[src/rtl/if_pkg.sv]
// Shared types and constants for the instruction-fetch stage and its IF/ID register.
package if_pkg;
  localparam int          INST_W      = 32;
  localparam logic [31:0] IF_NOP_INST = 32'h0000_0013;
  localparam logic [31:0] IF_RESET_PC = 32'h0000_0000;

  typedef enum logic [1:0] {
    REQ  = 2'd0,
    WAIT = 2'd1,
    DROP = 2'd2,
    FULL = 2'd3
  } if_state_e;

  function automatic logic [31:0] align_word(input logic [31:0] a);
    return a & 32'hFFFF_FFFC;
  endfunction
endpackage

[src/rtl/if_fetch_stage_if.sv]
// Instruction-memory request/response bus: req/gnt handshake, rvalid response.
interface if_fetch_stage_if;
  import if_pkg::*;

  logic              req;
  logic [31:0]       addr;
  logic              gnt;
  logic              rvalid;
  logic [INST_W-1:0] rdata;

  modport master (output req, output addr, input gnt, input rvalid, input rdata);
  modport slave  (input req, input addr, output gnt, output rvalid, output rdata);
endinterface

[src/rtl/if_id_reg.sv]
// IF/ID pipeline register pair; flush and bubble insertion both load NOP with PC 0.
module if_id_reg
  import if_pkg::*;
#(
  parameter int                DATA_W   = INST_W,
  parameter logic [DATA_W-1:0] NOP_INST = IF_NOP_INST
) (
  input  logic              clk,
  input  logic              reset,
  input  logic              load,
  input  logic              flush,
  input  logic              nop_ins,
  input  logic [DATA_W-1:0] inst_d,
  input  logic [DATA_W-1:0] pc_d,
  output logic [DATA_W-1:0] inst_q,
  output logic [DATA_W-1:0] pc_q
);

  always_ff @(posedge clk) begin
    if (reset || flush) begin
      inst_q <= NOP_INST;
      pc_q   <= '0;
    end else if (load) begin
      inst_q <= inst_d;
      pc_q   <= pc_d;
    end else if (nop_ins) begin
      inst_q <= NOP_INST;
      pc_q   <= '0;
    end
  end

endmodule

[src/rtl/if_fetch_stage.sv]
// Instruction-fetch stage: owns the PC, fetches over imem with one request in flight.
// Optional IF_PERF_COUNT_EN adds fetch_cnt/bubble_cnt performance counters.
module if_fetch_stage
  import if_pkg::*;
#(
  parameter logic [31:0] RESET_PC = IF_RESET_PC,
  parameter logic [31:0] NOP_INST = IF_NOP_INST
) (
  input  logic              clk,
  input  logic              reset,
  input  logic              IFWrite,
  input  logic              Branch,
  input  logic              Jump,
  input  logic [31:0]       JumpAddr,
  if_fetch_stage_if.master  imem,
  output logic [INST_W-1:0] Instruction_id,
  output logic [31:0]       PC_id
`ifdef IF_PERF_COUNT_EN
  ,
  output logic [31:0]       fetch_cnt,
  output logic [31:0]       bubble_cnt
`endif
);

  if_state_e         state;
  logic [31:0]       pc;
  logic [INST_W-1:0] buffer;

  logic              redir;
  logic [31:0]       pc_plus4;
  logic [31:0]       target;
  logic              req_c;
  logic [31:0]       addr_c;
  logic              id_load;
  logic              id_flush;
  logic              id_nop;
  logic [INST_W-1:0] id_inst;

  assign redir    = IFWrite & (Branch | Jump);
  assign pc_plus4 = pc + 32'd4;
  assign target   = align_word(JumpAddr);

  // The request is combinational so a response in WAIT can launch the next fetch in the same cycle.
  always_comb begin
    req_c    = 1'b0;
    addr_c   = pc;
    id_load  = 1'b0;
    id_flush = 1'b0;
    id_nop   = 1'b0;
    id_inst  = imem.rdata;
    case (state)
      REQ: begin
        req_c = 1'b1;
        if (redir)        id_flush = 1'b1;
        else if (IFWrite) id_nop   = 1'b1;
      end
      WAIT: begin
        if (redir) begin
          id_flush = 1'b1;
        end else if (imem.rvalid && IFWrite) begin
          id_load = 1'b1;
          req_c   = 1'b1;
          addr_c  = pc_plus4;
        end else if (!imem.rvalid && IFWrite) begin
          id_nop = 1'b1;
        end
      end
      FULL: begin
        id_inst = buffer;
        if (redir)        id_flush = 1'b1;
        else if (IFWrite) id_load  = 1'b1;
      end
      DROP: begin
        if (redir)        id_flush = 1'b1;
        else if (IFWrite) id_nop   = 1'b1;
      end
      default: ;
    endcase
  end

  assign imem.req  = req_c & ~reset;
  assign imem.addr = align_word(addr_c);

  always_ff @(posedge clk) begin
    if (reset) begin
      state  <= REQ;
      pc     <= RESET_PC;
      buffer <= '0;
    end else begin
      case (state)
        REQ: begin
          if (redir) begin
            pc    <= target;
            state <= imem.gnt ? DROP : REQ;
          end else if (imem.gnt) begin
            state <= WAIT;
          end
        end
        WAIT: begin
          if (redir) begin
            pc    <= target;
            state <= imem.rvalid ? REQ : DROP;
          end else if (imem.rvalid) begin
            if (IFWrite) begin
              pc    <= pc_plus4;
              state <= imem.gnt ? WAIT : REQ;
            end else begin
              buffer <= imem.rdata;
              state  <= FULL;
            end
          end
        end
        FULL: begin
          if (redir) begin
            pc    <= target;
            state <= REQ;
          end else if (IFWrite) begin
            pc    <= pc_plus4;
            state <= REQ;
          end
        end
        DROP: begin
          if (redir)       pc    <= target;
          if (imem.rvalid) state <= REQ;
        end
        default: state <= REQ;
      endcase
    end
  end

  if_id_reg #(
    .DATA_W   (INST_W),
    .NOP_INST (NOP_INST)
  ) u_if_id_reg (
    .clk     (clk),
    .reset   (reset),
    .load    (id_load),
    .flush   (id_flush),
    .nop_ins (id_nop),
    .inst_d  (id_inst),
    .pc_d    (pc),
    .inst_q  (Instruction_id),
    .pc_q    (PC_id)
  );

`ifdef IF_PERF_COUNT_EN
  always_ff @(posedge clk) begin
    if (reset) begin
      fetch_cnt  <= '0;
      bubble_cnt <= '0;
    end else begin
      if (id_load)                         fetch_cnt  <= fetch_cnt + 32'd1;
      if (IFWrite && (id_flush || id_nop)) bubble_cnt <= bubble_cnt + 32'd1;
    end
  end
`endif

endmodule

[src/flat_wrapper.sv]
// flat-port wrapper written by rule: the top's interface ports become plain ports
module if_fetch_stage_flat import if_pkg::*;
#(
  parameter logic [31:0] RESET_PC = IF_RESET_PC,
  parameter logic [31:0] NOP_INST = IF_NOP_INST
)
  (clk, reset, IFWrite, Branch, Jump, JumpAddr, Instruction_id, PC_id, imem_req, imem_addr, imem_gnt, imem_rvalid, imem_rdata);
  if_fetch_stage_if imem_i ();
  input  logic clk;
  input  logic reset;
  input  logic IFWrite;
  input  logic Branch;
  input  logic Jump;
  input  logic [31:0] JumpAddr;
  output logic [INST_W-1:0] Instruction_id;
  output logic [31:0] PC_id;
  output wire logic [$bits(imem_i.req)-1:0] imem_req;
  output wire logic [$bits(imem_i.addr)-1:0] imem_addr;
  input wire logic [$bits(imem_i.gnt)-1:0] imem_gnt;
  input wire logic [$bits(imem_i.rvalid)-1:0] imem_rvalid;
  input wire logic [$bits(imem_i.rdata)-1:0] imem_rdata;
  assign imem_req = imem_i.req;
  assign imem_addr = imem_i.addr;
  assign imem_i.gnt = imem_gnt;
  assign imem_i.rvalid = imem_rvalid;
  assign imem_i.rdata = imem_rdata;
  if_fetch_stage #(.RESET_PC(RESET_PC), .NOP_INST(NOP_INST)) u_core (.clk(clk), .reset(reset), .IFWrite(IFWrite), .Branch(Branch), .Jump(Jump), .JumpAddr(JumpAddr), .imem(imem_i), .Instruction_id(Instruction_id), .PC_id(PC_id));
endmodule
[config.mk]
export PLATFORM = sky130hd
export DESIGN_NAME = if_fetch_stage_flat
export DESIGN_NICKNAME = d
export VERILOG_FILES = /design/src/rtl/if_pkg.sv /design/src/rtl/if_fetch_stage_if.sv /design/src/rtl/if_id_reg.sv /design/src/rtl/if_fetch_stage.sv /design/src/flat_wrapper.sv
export SDC_FILE = /design/constraint.sdc
export NUM_CORES = 1
export LEC_CHECK = 0
export ABC_AREA = 1
export CORE_AREA = 8 8 155 157
export CTS_CLUSTER_SIZE = 28
export DETAILED_ROUTE_END_ITERATION = 8
export DIE_AREA = 0 0 163 165
export PLACE_DENSITY_LB_ADDON = 0.3
export SETUP_SLACK_MARGIN = 0.15
export SYNTH_ARGS = -nofsm -noshare
export SYNTH_HDL_FRONTEND = slang
export SYNTH_HIERARCHICAL = 1
export SYNTH_SLANG_ARGS = --single-unit
[constraint.sdc]
create_clock -name clk -period 2.5 [get_ports clk]
set_input_delay 0.75 -clock clk [delete_from_list [all_inputs] [get_ports clk]]
set_output_delay 0.75 -clock clk [all_outputs]
set_load 0.02 [all_outputs]
==> results.cfg, run 1 <==
[status]
status = complete, but fails checks
violated_checks = setup timing

[synthesis]
synth.ff_latch_count = 128
synth.distinct_cells = 28
synth.area.top_cells = sky130_fd_sc_hd__dfxtp_1, sky130_fd_sc_hd__nand2_1, sky130_fd_sc_hd__a21oi_1
synth.avg_cell_area_um2 = 6.83
yosysWarnings = 6
synthCells = 931
yosysTopAreaCell = sky130_fd_sc_hd__dfxtp_1
seq_area_frac_synth = 0.403
post-synth-top-area-fraction = 0.403
syn_area_um2 = 6350

[floorplan]
effective_utilization_at_floorplan = 0.296
placeableCoreArea_um2 = 21500
floorplan.die.width_um = 163
die_height_um = 165
top_level_ports = 168
design.die.area_um2 = 26900
num_rows = 54

[power]
p_sw_frac = 0.295
power_frac_comb = 0.234
leakage_nw = 4.19
cellPowerDensity_nw_per_um2 = 579
p_int_mw = 4.36
vdd.ir_drop.worst_mv = 0.461
power.clock.fraction = 0.406
seq_power_share = 0.361
p_sw_mw = 1.82
total_power_mw = 6.19

[routing]
vias = 7086
firstDrtPassIters = 5
detail-route-antenna-nets = 0
met3RoutedLength_um = 2250
vias_per_cell = 4.76
m1WireLength_um = 9790
met2_length_um = 11300
drt_wl_total_um = 23900
initialDrtViolationCount = 371
top_signal_layer_used = met5
wl_per_cell_um = 16.1
route.detailed.drc = 0

[sta]
rsz0062_at_grt = yes
fin_skew_ns = 0.00915
final-hold-violation-count = 0
postLayoutSetupSlackWorst_ns = -0.173
finalCriticalPeriod_ns = 2.67
highest_clock_rate_mhz = 374
period_share = 1.07
final_max_slew_viol_count = 0
setup_total_negative_slack_ns = -3.98
timing.final.setup_violations = 30

[grt]
grt_pass1_vias = 7057
grt_max_degree = 63
track_usage = 0.175
grt_antenna_before_repair = 3
grt_pass1_wl_um = 37400
remaining_overflow_grt = 0

[clocking]
clock_sinks = 128
cts_root_buf = sky130_fd_sc_hd__clkbuf_16
cts_buffer_depth = 2
cts-buffers-inserted = 17
clock_tree.htree_level_count = 4
worst_skew_pair.late_latency_ns = 0.42
clk_pin_slew_worst_paths_ns = 0.06
cts_tree = built

[worst_setup_path]
crit_start = Jump
worst_r2r_endpoint = u_core/u_if_id_reg/inst_q[4]
critical_path_required_ns = 1.75
worst-setup-path-type = in2out
start_kind = input port
setup.worst_path.end_class = output port
worstPathMaxFanout = 6
crit_path_end = imem_addr[16]
timing.rr.start = u_core/state[0]
worst_ep_arrival_time_ns = 1.92
ff2ff_path_depth = 13
worst-r2r-setup-slack_ns = 0.49

[min_path]
source_of_the_worst_hold_timing_path = u_core/u_if_id_reg/inst_q[25]
min_path_type = reg2reg

[placement]
number_of_buffers_inserted_by_port_buffering = 163
dpl.hpwl_um = 16600
placed_cell_count = 1437
gp_congestion = 0.909
detailed_place.area_um2 = 9230

[layout]
final.fill_count = 2074
layout.nets = 1268
syn2layout_area_growth_pct = 68.2
num_antenna_cells = 0
layout.cells.non_filler = 1489
post_route_cells_drive_above_1_share = 0.318
post_route_standard_cell_area_excluding_fillers_um2 = 10700

[flow_run]
cap_violations = 0
## cells in the mapped netlist
cell type and count:
sky130_fd_sc_hd__nor2_2 5, sky130_fd_sc_hd__dfxtp_1 128, sky130_fd_sc_hd__conb_1 1, sky130_fd_sc_hd__buf_4 8, sky130_fd_sc_hd__nor3_1 2, sky130_fd_sc_hd__buf_2 27, sky130_fd_sc_hd__a311oi_1 1, sky130_fd_sc_hd__a21oi_2 1
sky130_fd_sc_hd__o22ai_1 1, sky130_fd_sc_hd__nand2_2 1, sky130_fd_sc_hd__ha_1 1, sky130_fd_sc_hd__inv_2 6, sky130_fd_sc_hd__a21oi_1 115, sky130_fd_sc_hd__xor2_1 12, sky130_fd_sc_hd__o21ai_1 10, sky130_fd_sc_hd__mux2_2 32
sky130_fd_sc_hd__o211ai_1 3, sky130_fd_sc_hd__o31ai_1 1, sky130_fd_sc_hd__nor2_1 111, sky130_fd_sc_hd__clkbuf_1 14, sky130_fd_sc_hd__buf_6 5, sky130_fd_sc_hd__nand2_1 298, sky130_fd_sc_hd__and2_1 3, sky130_fd_sc_hd__xnor2_1 4
sky130_fd_sc_hd__inv_1 39, sky130_fd_sc_hd__o21ai_0 74, sky130_fd_sc_hd__nand3_1 27, sky130_fd_sc_hd__nor3_4 1
## layout by cell type, fill, tap and decap left out, types with 3 or more instances in the layout
cell / count
sky130_fd_sc_hd__a21oi_1: 115
sky130_fd_sc_hd__buf_12: 18
sky130_fd_sc_hd__buf_16: 3
sky130_fd_sc_hd__buf_4: 100
sky130_fd_sc_hd__buf_6: 42
sky130_fd_sc_hd__buf_8: 3
sky130_fd_sc_hd__clkbuf_16: 18
sky130_fd_sc_hd__clkdlybuf4s50_1: 128
sky130_fd_sc_hd__clkinv_2: 4
sky130_fd_sc_hd__clkinvlp_4: 4
sky130_fd_sc_hd__conb_1: 4
sky130_fd_sc_hd__dfxtp_1: 114
sky130_fd_sc_hd__dfxtp_2: 11
sky130_fd_sc_hd__dfxtp_4: 3
sky130_fd_sc_hd__inv_1: 36
sky130_fd_sc_hd__inv_2: 7
sky130_fd_sc_hd__mux2_2: 32
sky130_fd_sc_hd__nand2_1: 240
sky130_fd_sc_hd__nand2_2: 46
sky130_fd_sc_hd__nand2_4: 13
sky130_fd_sc_hd__nand3_1: 19
sky130_fd_sc_hd__nand3_2: 8
sky130_fd_sc_hd__nor2_1: 88
sky130_fd_sc_hd__nor2_2: 12
sky130_fd_sc_hd__nor2_4: 16
sky130_fd_sc_hd__o211ai_1: 3
sky130_fd_sc_hd__o21ai_0: 66
sky130_fd_sc_hd__o21ai_2: 15
sky130_fd_sc_hd__o21ai_4: 3
sky130_fd_sc_hd__xor2_2: 8
## sequential cells by signal, summed over array words and instances, names as in the netlist
name and flops:
u_core/u_if_id_reg/inst_q 32, u_core/pc 30, u_core/buffer 32, u_core/u_if_id_reg/pc_q 32, u_core/state 2
## final cells by class
cell class	count	area (um^2)	area share
Timing Repair Buffer	297	3030	0.284
Clock buffer	19	453	0.0424
Sequential cell	128	2590	0.242
Clock inverter	13	136	0.0128
Inverter	45	181	0.0170
Tap cell	280	350	0.0328
Multi-Input combinational cell	707	3950	0.369
## power by group through the flow
stage / logic, mW / clock network (mW) / registers, mW
floorplan: 0.632 / 0 / 2.28
global placement: 1.30 / 0 / 2.25
detailed placement: 1.30 / 0 / 2.26
CTS: 1.36 / 2.57 / 2.22
global route: 1.57 / 2.65 / 2.25
finish: 1.44 / 2.51 / 2.23
## worst min path at each step
stage	to	slack [ns]	cells after the start
6_report	u_core/u_if_id_reg/inst_q[25]	0.46	2
5_1_grt	u_core/u_if_id_reg/pc_q[21]	0.47	2
4_1_cts	u_core/u_if_id_reg/pc_q[18]	0.46	2
3_5_place_dp	u_core/u_if_id_reg/pc_q[18]	0.45	2
3_3_place_gp	u_core/u_if_id_reg/pc_q[16]	0.45	2
2_1_floorplan	u_core/u_if_id_reg/pc_q[4]	0.44	2
## repair_timing
| action | CTS | global route |
|---|---|---|
| pin swaps | 21 | 40 |
| gates cloned | 3 | 1 |
| buffers inserted | 5 | 11 |
| gates resized for setup | 270 | 97 |
| hold buffers | 0 | 0 |
| setup endpoints to repair | 95 | 31 |
## through the flow
stage / worst slack, ns / util / hold slack (ns)
2_1_floorplan: 0.102 / - / 0.445
3_3_place_gp: -0.938 / 0.430 / 0.446
3_5_place_dp: -1.00 / 0.430 / 0.451
6_report: -0.173 / 0.498 / 0.457
4_1_cts: -0.192 / 0.477 / 0.460
5_1_grt: -0.259 / 0.498 / 0.472
## kinds of logic (layout without fill, tap and decap cells)
logic type	count (synthesis)	in the layout	synth area share
other	1	4	0.000590
AO/OA/AOI/OAI	206	206	0.165
flip-flops	128	128	0.403
buffers and inverters	99	374	0.0744
multiplexers	32	32	0.0567
adder cells (fa/ha/maj)	1	1	0.00197
AND/OR/NAND/NOR	448	448	0.276
XOR/XNOR	16	16	0.0221
## worst max-delay path: stages
cell                      delay, ns
sky130_fd_sc_hd__buf_6         0.10
sky130_fd_sc_hd__nor2_4        0.12
sky130_fd_sc_hd__nand2_4       0.07
sky130_fd_sc_hd__nor3_4        0.18
sky130_fd_sc_hd__buf_12        0.20
sky130_fd_sc_hd__buf_8         0.13
sky130_fd_sc_hd__buf_16        0.12
sky130_fd_sc_hd__nand2_2       0.05
sky130_fd_sc_hd__nand2_2       0.07
sky130_fd_sc_hd__buf_6         0.11
## routing by layer
layer  track usage  vias up
li1              -     3537
met1         0.202     3273
met2         0.295      233
met3        0.0638       37
met4        0.0601        6
met5             0        -
(Power assumes the default switching activity.)
==> run 2, diff against run 1 <==
--- a/config.mk
+++ b/config.mk
@@ -6,13 +6,16 @@
 export NUM_CORES = 1
 export LEC_CHECK = 0
 export ABC_AREA = 1
+export CAP_MARGIN = 10
 export CORE_AREA = 8 8 155 157
 export CTS_CLUSTER_SIZE = 28
 export DETAILED_ROUTE_END_ITERATION = 8
 export DIE_AREA = 0 0 163 165
+export GPL_TIMING_DRIVEN = 0
 export PLACE_DENSITY_LB_ADDON = 0.3
 export SETUP_SLACK_MARGIN = 0.15
 export SYNTH_ARGS = -nofsm -noshare
 export SYNTH_HDL_FRONTEND = slang
 export SYNTH_HIERARCHICAL = 1
 export SYNTH_SLANG_ARGS = --single-unit
+export TNS_END_PERCENT = 100
==> results.cfg, run 2 (synthesis gave the netlist of run 1 again) <==
[sta]
postLayoutSetupSlackWorst_ns = -0.212
highest_clock_rate_mhz = 369
timing.final.setup_violations = 31
minimum_hold_slack_ns = 0.456
rsz0062_at_grt = yes
finalCriticalPeriod_ns = 2.71
period_share = 1.08
slew_headroom = 0.592
timing_worst_slew_pin_value_ns = 0.611
final-hold-violation-count = 0
fin_skew_ns = 0.00836
final_max_slew_viol_count = 0

[worst_setup_path]
worst-r2r-setup-slack_ns = 0.32
crit_start = u_core/pc[7]
crit_path_end = imem_addr[28]
setup.worst_path.end_class = output port
worst-setup-path-type = reg2out
timing.rr.start = u_core/state[0]
critical_path_required_ns = 1.75
worstPathMaxFanout = 6
worst_ep_arrival_time_ns = 1.96
worst_r2r_endpoint = u_core/u_if_id_reg/inst_q[18]
ff2ff_path_depth = 14
start_kind = flop

[clocking]
clk_pin_slew_worst_paths_ns = 0.05
clock_sinks = 128
clock_tree.htree_level_count = 4
cts_root_buf = sky130_fd_sc_hd__clkbuf_16
worst_skew_pair.late_latency_ns = 0.42
cts_buffer_depth = 2
cts-buffers-inserted = 17
cts_tree = built

[layout]
most_frequent_standard_cell_in_the_layout_excluding_fill_and_tap_cells = sky130_fd_sc_hd__nand2_1
post_route_cells_drive_above_1_share = 0.311
layout.cells.non_filler = 1462
biggestRegsByFlops = u_core/buffer: 32 flops, u_core/u_if_id_reg/inst_q: 32 flops, u_core/u_if_id_reg/pc_q: 32 flops
mostFrequentLayoutCells = sky130_fd_sc_hd__nand2_1, sky130_fd_sc_hd__clkdlybuf4s50_1, sky130_fd_sc_hd__a21oi_1
syn2layout_area_growth_pct = 66.3
post_route_standard_cell_area_excluding_fillers_um2 = 10600
layout.nets = 1241
final.fill_count = 2026

[power]
leakage_nw = 4.10
p_sw_mw = 1.82
p_int_mw = 4.51
power.clock.fraction = 0.426
total_power_mw = 6.33
seq_power_share = 0.363
p_sw_frac = 0.287
vdd.ir_drop.worst_mv = 0.481
cellPowerDensity_nw_per_um2 = 599
power_frac_comb = 0.211

[floorplan]
placeableCoreArea_um2 = 21500
die_height_um = 165
effective_utilization_at_floorplan = 0.296
floorplan.die.width_um = 163
num_rows = 54
design.die.area_um2 = 26900
top_level_ports = 168

[grt]
grt_max_degree = 17
track_usage = 0.175
grt_pass1_wl_um = 36900
grt_antenna_before_repair = 1
remaining_overflow_grt = 0
grt_pass1_vias = 6787

[routing]
initialDrtViolationCount = 496
firstDrtPassIters = 6
detail-route-antenna-nets = 0
vias_per_cell = 4.85
vias = 7092
drt_wl_total_um = 25000
route.detailed.drc = 0
wl_per_cell_um = 17.1

[placement]
dpl.hpwl_um = 17000
number_of_buffers_inserted_by_port_buffering = 163
gp_congestion = 0.948
placed_cell_count = 1377
detailed_place.area_um2 = 8460

[status]
violated_checks = setup timing
status = complete, but fails checks

[flow_run]
cap_violations = 0

[min_path]
min_path_type = reg2reg
## run 2: changes by cell type in the layout (fill, tap and decap cells not counted), sizes merged
cell,change
buf,-40
bufinv,+2
clkbuf,+17
clkdlybuf4s15,-1
clkinv,-3
clkinvlp,-3
diode,+1
## run 2: timing repair
| item | 4_1_cts | 5_1_grt |
|---|---|---|
| cloned | 6 | 1 |
| hold buffers | 0 | 0 |
| resized for setup | 381 | 86 |
| setup buffers | 36 | 10 |
| pin swaps | 48 | 34 |
| endpoints found under the setup margin | 95 | 89 |
## run 2: area by class of cell
| type | instances | area [um^2] | share of cell area |
|---|---|---|---|
| Buffer | 54 | 378 | 0.0358 |
| Antenna cell | 1 | 2.50 | 0.000237 |
| Multi-Input combinational cell | 707 | 4140 | 0.391 |
| Clock buffer | 23 | 478 | 0.0452 |
| Clock inverter | 8 | 154 | 0.0146 |
| Tap cell | 280 | 350 | 0.0332 |
| Sequential cell | 128 | 2630 | 0.249 |
| Timing Repair inverter | 1 | 8.76 | 0.000829 |
| Timing Repair Buffer | 215 | 2250 | 0.213 |
| Inverter | 45 | 179 | 0.0169 |
## run 2: per-stage QoR
step / worst slack [ns] / util / TNS [ns]
3_3_place_gp: -1.25 / 0.394 / -79.94
3_5_place_dp: -1.24 / 0.394 / -80.48
2_1_floorplan: 0.102 / - / 0
5_1_grt: -0.290 / 0.492 / -6.89
4_1_cts: -0.191 / 0.471 / -4.28
6_report: -0.212 / 0.492 / -4.59
## run 2: power groups by stage
stage	sequential [mW]	clock, mW	combinational, mW
detailed placement	2.31	0	1.06
global route	2.31	2.83	1.44
floorplan	2.28	0	0.632
finish	2.30	2.70	1.34
global placement	2.31	0	1.06
CTS	2.28	2.74	1.24
## run 2: worst min-delay path by stage
stage,cells after the start,from,slack [ns],endpoint
CTS,2,u_core/u_if_id_reg/pc_q[18],0.46,u_core/u_if_id_reg/pc_q[18]
global route,2,u_core/u_if_id_reg/inst_q[8],0.47,u_core/u_if_id_reg/inst_q[8]
floorplan,2,u_core/pc[4],0.44,u_core/u_if_id_reg/pc_q[4]
detailed placement,2,u_core/u_if_id_reg/pc_q[21],0.45,u_core/u_if_id_reg/pc_q[21]
global placement,2,u_core/u_if_id_reg/inst_q[14],0.45,u_core/u_if_id_reg/inst_q[14]
finish,2,u_core/u_if_id_reg/pc_q[18],0.46,u_core/u_if_id_reg/pc_q[18]
## run 2: routing by layer
metal  part of all wire  global-route usage
met4              0.028              0.0655
met2               0.47               0.292
met5            0.00048                   0
met1               0.40               0.197
met3               0.10              0.0740
## run 2: critical path: stages (launching register included)
cell,delay [ns]
sky130_fd_sc_hd__dfxtp_4,0.40
sky130_fd_sc_hd__nand2_1,0.11
sky130_fd_sc_hd__nor2_2,0.17
sky130_fd_sc_hd__nand2_4,0.11
sky130_fd_sc_hd__nor2_4,0.13
sky130_fd_sc_hd__buf_12,0.12
sky130_fd_sc_hd__nand3_1,0.13
sky130_fd_sc_hd__nand2_2,0.12
sky130_fd_sc_hd__nand2_4,0.06
sky130_fd_sc_hd__o21ai_4,0.06
sky130_fd_sc_hd__buf_6,0.13
==> run 3, diff against run 2 <==
--- a/config.mk
+++ b/config.mk
@@ -12,8 +12,9 @@
 export DETAILED_ROUTE_END_ITERATION = 8
 export DIE_AREA = 0 0 163 165
 export GPL_TIMING_DRIVEN = 0
-export PLACE_DENSITY_LB_ADDON = 0.3
+export PLACE_DENSITY = 0.56
 export SETUP_SLACK_MARGIN = 0.15
+export SKIP_CTS_REPAIR_TIMING = 1
 export SYNTH_ARGS = -nofsm -noshare
 export SYNTH_HDL_FRONTEND = slang
 export SYNTH_HIERARCHICAL = 1
==> results.cfg, run 3 (synthesis gave the netlist of run 1 again) <==
[floorplan]
effective_utilization_at_floorplan = 0.296
die_height_um = 165
top_level_ports = 168
design.die.area_um2 = 26900
floorplan.die.width_um = 163
placeableCoreArea_um2 = 21500
num_rows = 54

[worst_setup_path]
worstPathMaxFanout = 6
start_kind = input port
critical_path_required_ns = 1.75
setup.worst_path.end_class = output port
crit_path_cell_trace = buf_8, nor2_4, nand2_4, nor3_4, buf_12, buf_12, clkbuf_16, nand2_4, o21ai_4, buf_6
worst-setup-path-type = in2out
ff2ff_path_depth = 12
crit_path_end = imem_addr[9]
worst_ep_arrival_time_ns = 2.00
crit_start = Branch
critPathMaxStageDelay_ns = 0.20
worst-r2r-setup-slack_ns = 0.36
timing.rr.start = u_core/state[0]
timing.critical_path.slowest_stage_cell = sky130_fd_sc_hd__nor3_4
worst_r2r_endpoint = u_core/u_if_id_reg/pc_q[7]

[grt]
grt_pass1_vias = 6409
grt_max_degree = 17
grt_antenna_before_repair = 5
grt_pass1_wl_um = 34900
remaining_overflow_grt = 0
track_usage = 0.167

[sta]
timing_worst_slew_pin_value_ns = 0.601
postLayoutSetupSlackWorst_ns = -0.249
slew_headroom = 0.600
fin_skew_ns = 0.00839
final-hold-violation-count = 0
period_share = 1.10
rsz0062_at_grt = yes
finalCriticalPeriod_ns = 2.75
highest_clock_rate_mhz = 364
timing.final.setup_violations = 31
final_max_slew_viol_count = 0

[routing]
route.detailed.drc = 0
wl_per_cell_um = 16.5
vias = 6788
firstDrtPassIters = 7
top_signal_layer_used = met5
met3RoutedLength_um = 2090
m1WireLength_um = 10200
drt_wl_total_um = 23500
met2_length_um = 10800
vias_per_cell = 4.77
detail-route-antenna-nets = 0
initialDrtViolationCount = 372

[placement]
place_worst_setup_slack_ns = -1.24
number_of_buffers_inserted_by_port_buffering = 163
placed_cell_count = 1377
dpl.hpwl_um = 17200
gp_congestion = 0.936

[layout]
num_antenna_cells = 0
biggestRegsByFlops = u_core/buffer: 32 flops, u_core/u_if_id_reg/inst_q: 32 flops, u_core/u_if_id_reg/pc_q: 32 flops
layout.nets = 1204
syn2layout_area_growth_pct = 57.3
post_route_cells_drive_above_1_share = 0.257
mostFrequentLayoutCells = sky130_fd_sc_hd__nand2_1, sky130_fd_sc_hd__clkdlybuf4s50_1, sky130_fd_sc_hd__a21oi_1
layout.cells.non_filler = 1423
most_frequent_standard_cell_in_the_layout_excluding_fill_and_tap_cells = sky130_fd_sc_hd__nand2_1

[clocking]
cts_root_buf = sky130_fd_sc_hd__clkbuf_16
cts_tree = built
clk_pin_slew_worst_paths_ns = 0.06
clock_tree.htree_level_count = 4
cts-buffers-inserted = 17
worst_skew_pair.late_latency_ns = 0.42
clock_sinks = 128
cts_buffer_depth = 2

[power]
cellPowerDensity_nw_per_um2 = 605
leakage_nw = 3.86
total_power_mw = 6.04
vdd.ir_drop.worst_mv = 0.434

[min_path]
min_path_type = reg2reg

[status]
violated_checks = setup timing
status = complete, but fails checks

[flow_run]
cap_violations = 0
run 3: cell count changes in the layout (fill, tap and decap cells not counted), sizes merged:
cell | previous run | this run
buf | 126 | 83
bufinv | 4 | 3
clkbuf | 38 | 41
clkinv | 3 | 5
clkinvlp | 1 | 2
diode | 1 | 0
dlymetal6s2s | 0 | 1
inv | 46 | 45
run 3: worst min-delay path by stage:
stage	startpoint	to	cells after the start
finish	u_core/u_if_id_reg/inst_q[2]	u_core/u_if_id_reg/inst_q[2]	2
floorplan	u_core/pc[4]	u_core/u_if_id_reg/pc_q[4]	2
detailed placement	u_core/u_if_id_reg/pc_q[23]	u_core/u_if_id_reg/pc_q[23]	2
global route	u_core/u_if_id_reg/pc_q[19]	u_core/u_if_id_reg/pc_q[19]	2
global placement	u_core/u_if_id_reg/inst_q[15]	u_core/u_if_id_reg/inst_q[15]	2
CTS	u_core/u_if_id_reg/pc_q[23]	u_core/u_if_id_reg/pc_q[23]	2
run 3: critical path: cells and delay by family:
family | cells | cell delay, ns
compound gates | 1 | 0.08
simple gates | 4 | 0.47
buf+inv | 5 | 0.69
run 3: per-layer routing:
layer / vias to the layer above / GRT usage
met2: 208 / 0.272
met4: 10 / 0.0421
li1: 3414 / -
met1: 3123 / 0.197
met3: 33 / 0.0720
met5: - / 0
run 3: where the power goes:
part / switching, mW / total [mW] / internal, mW
registers: 0.132 / 2.29 / 2.16
clock network: 0.934 / 2.54 / 1.61
logic: 0.682 / 1.21 / 0.532
total: 1.75 / 6.04 / 4.29
run 3: per-stage QoR:
stage	cell area (um^2)	TNS, ns	util	hold WS (ns)
4_1_cts	9050	-51.89	0.421	0.460
3_5_place_dp	8460	-82.04	0.394	0.453
6_report	9990	-6.08	0.465	0.458
2_1_floorplan	6470	0	-	0.445
3_3_place_gp	8460	-79.95	0.394	0.449
5_1_grt	9990	-7.81	0.465	0.471
run 3: layout make-up:
cell class,instances,area (um^2)
multi-input cells,707,3970
inverters,45,174
repair buffers,179,1910
fillers,2175,11500
plain buffers,54,380
clock inverters,10,138
flip-flops and latches,128,2610
well taps,280,350
clock buffers,20,457
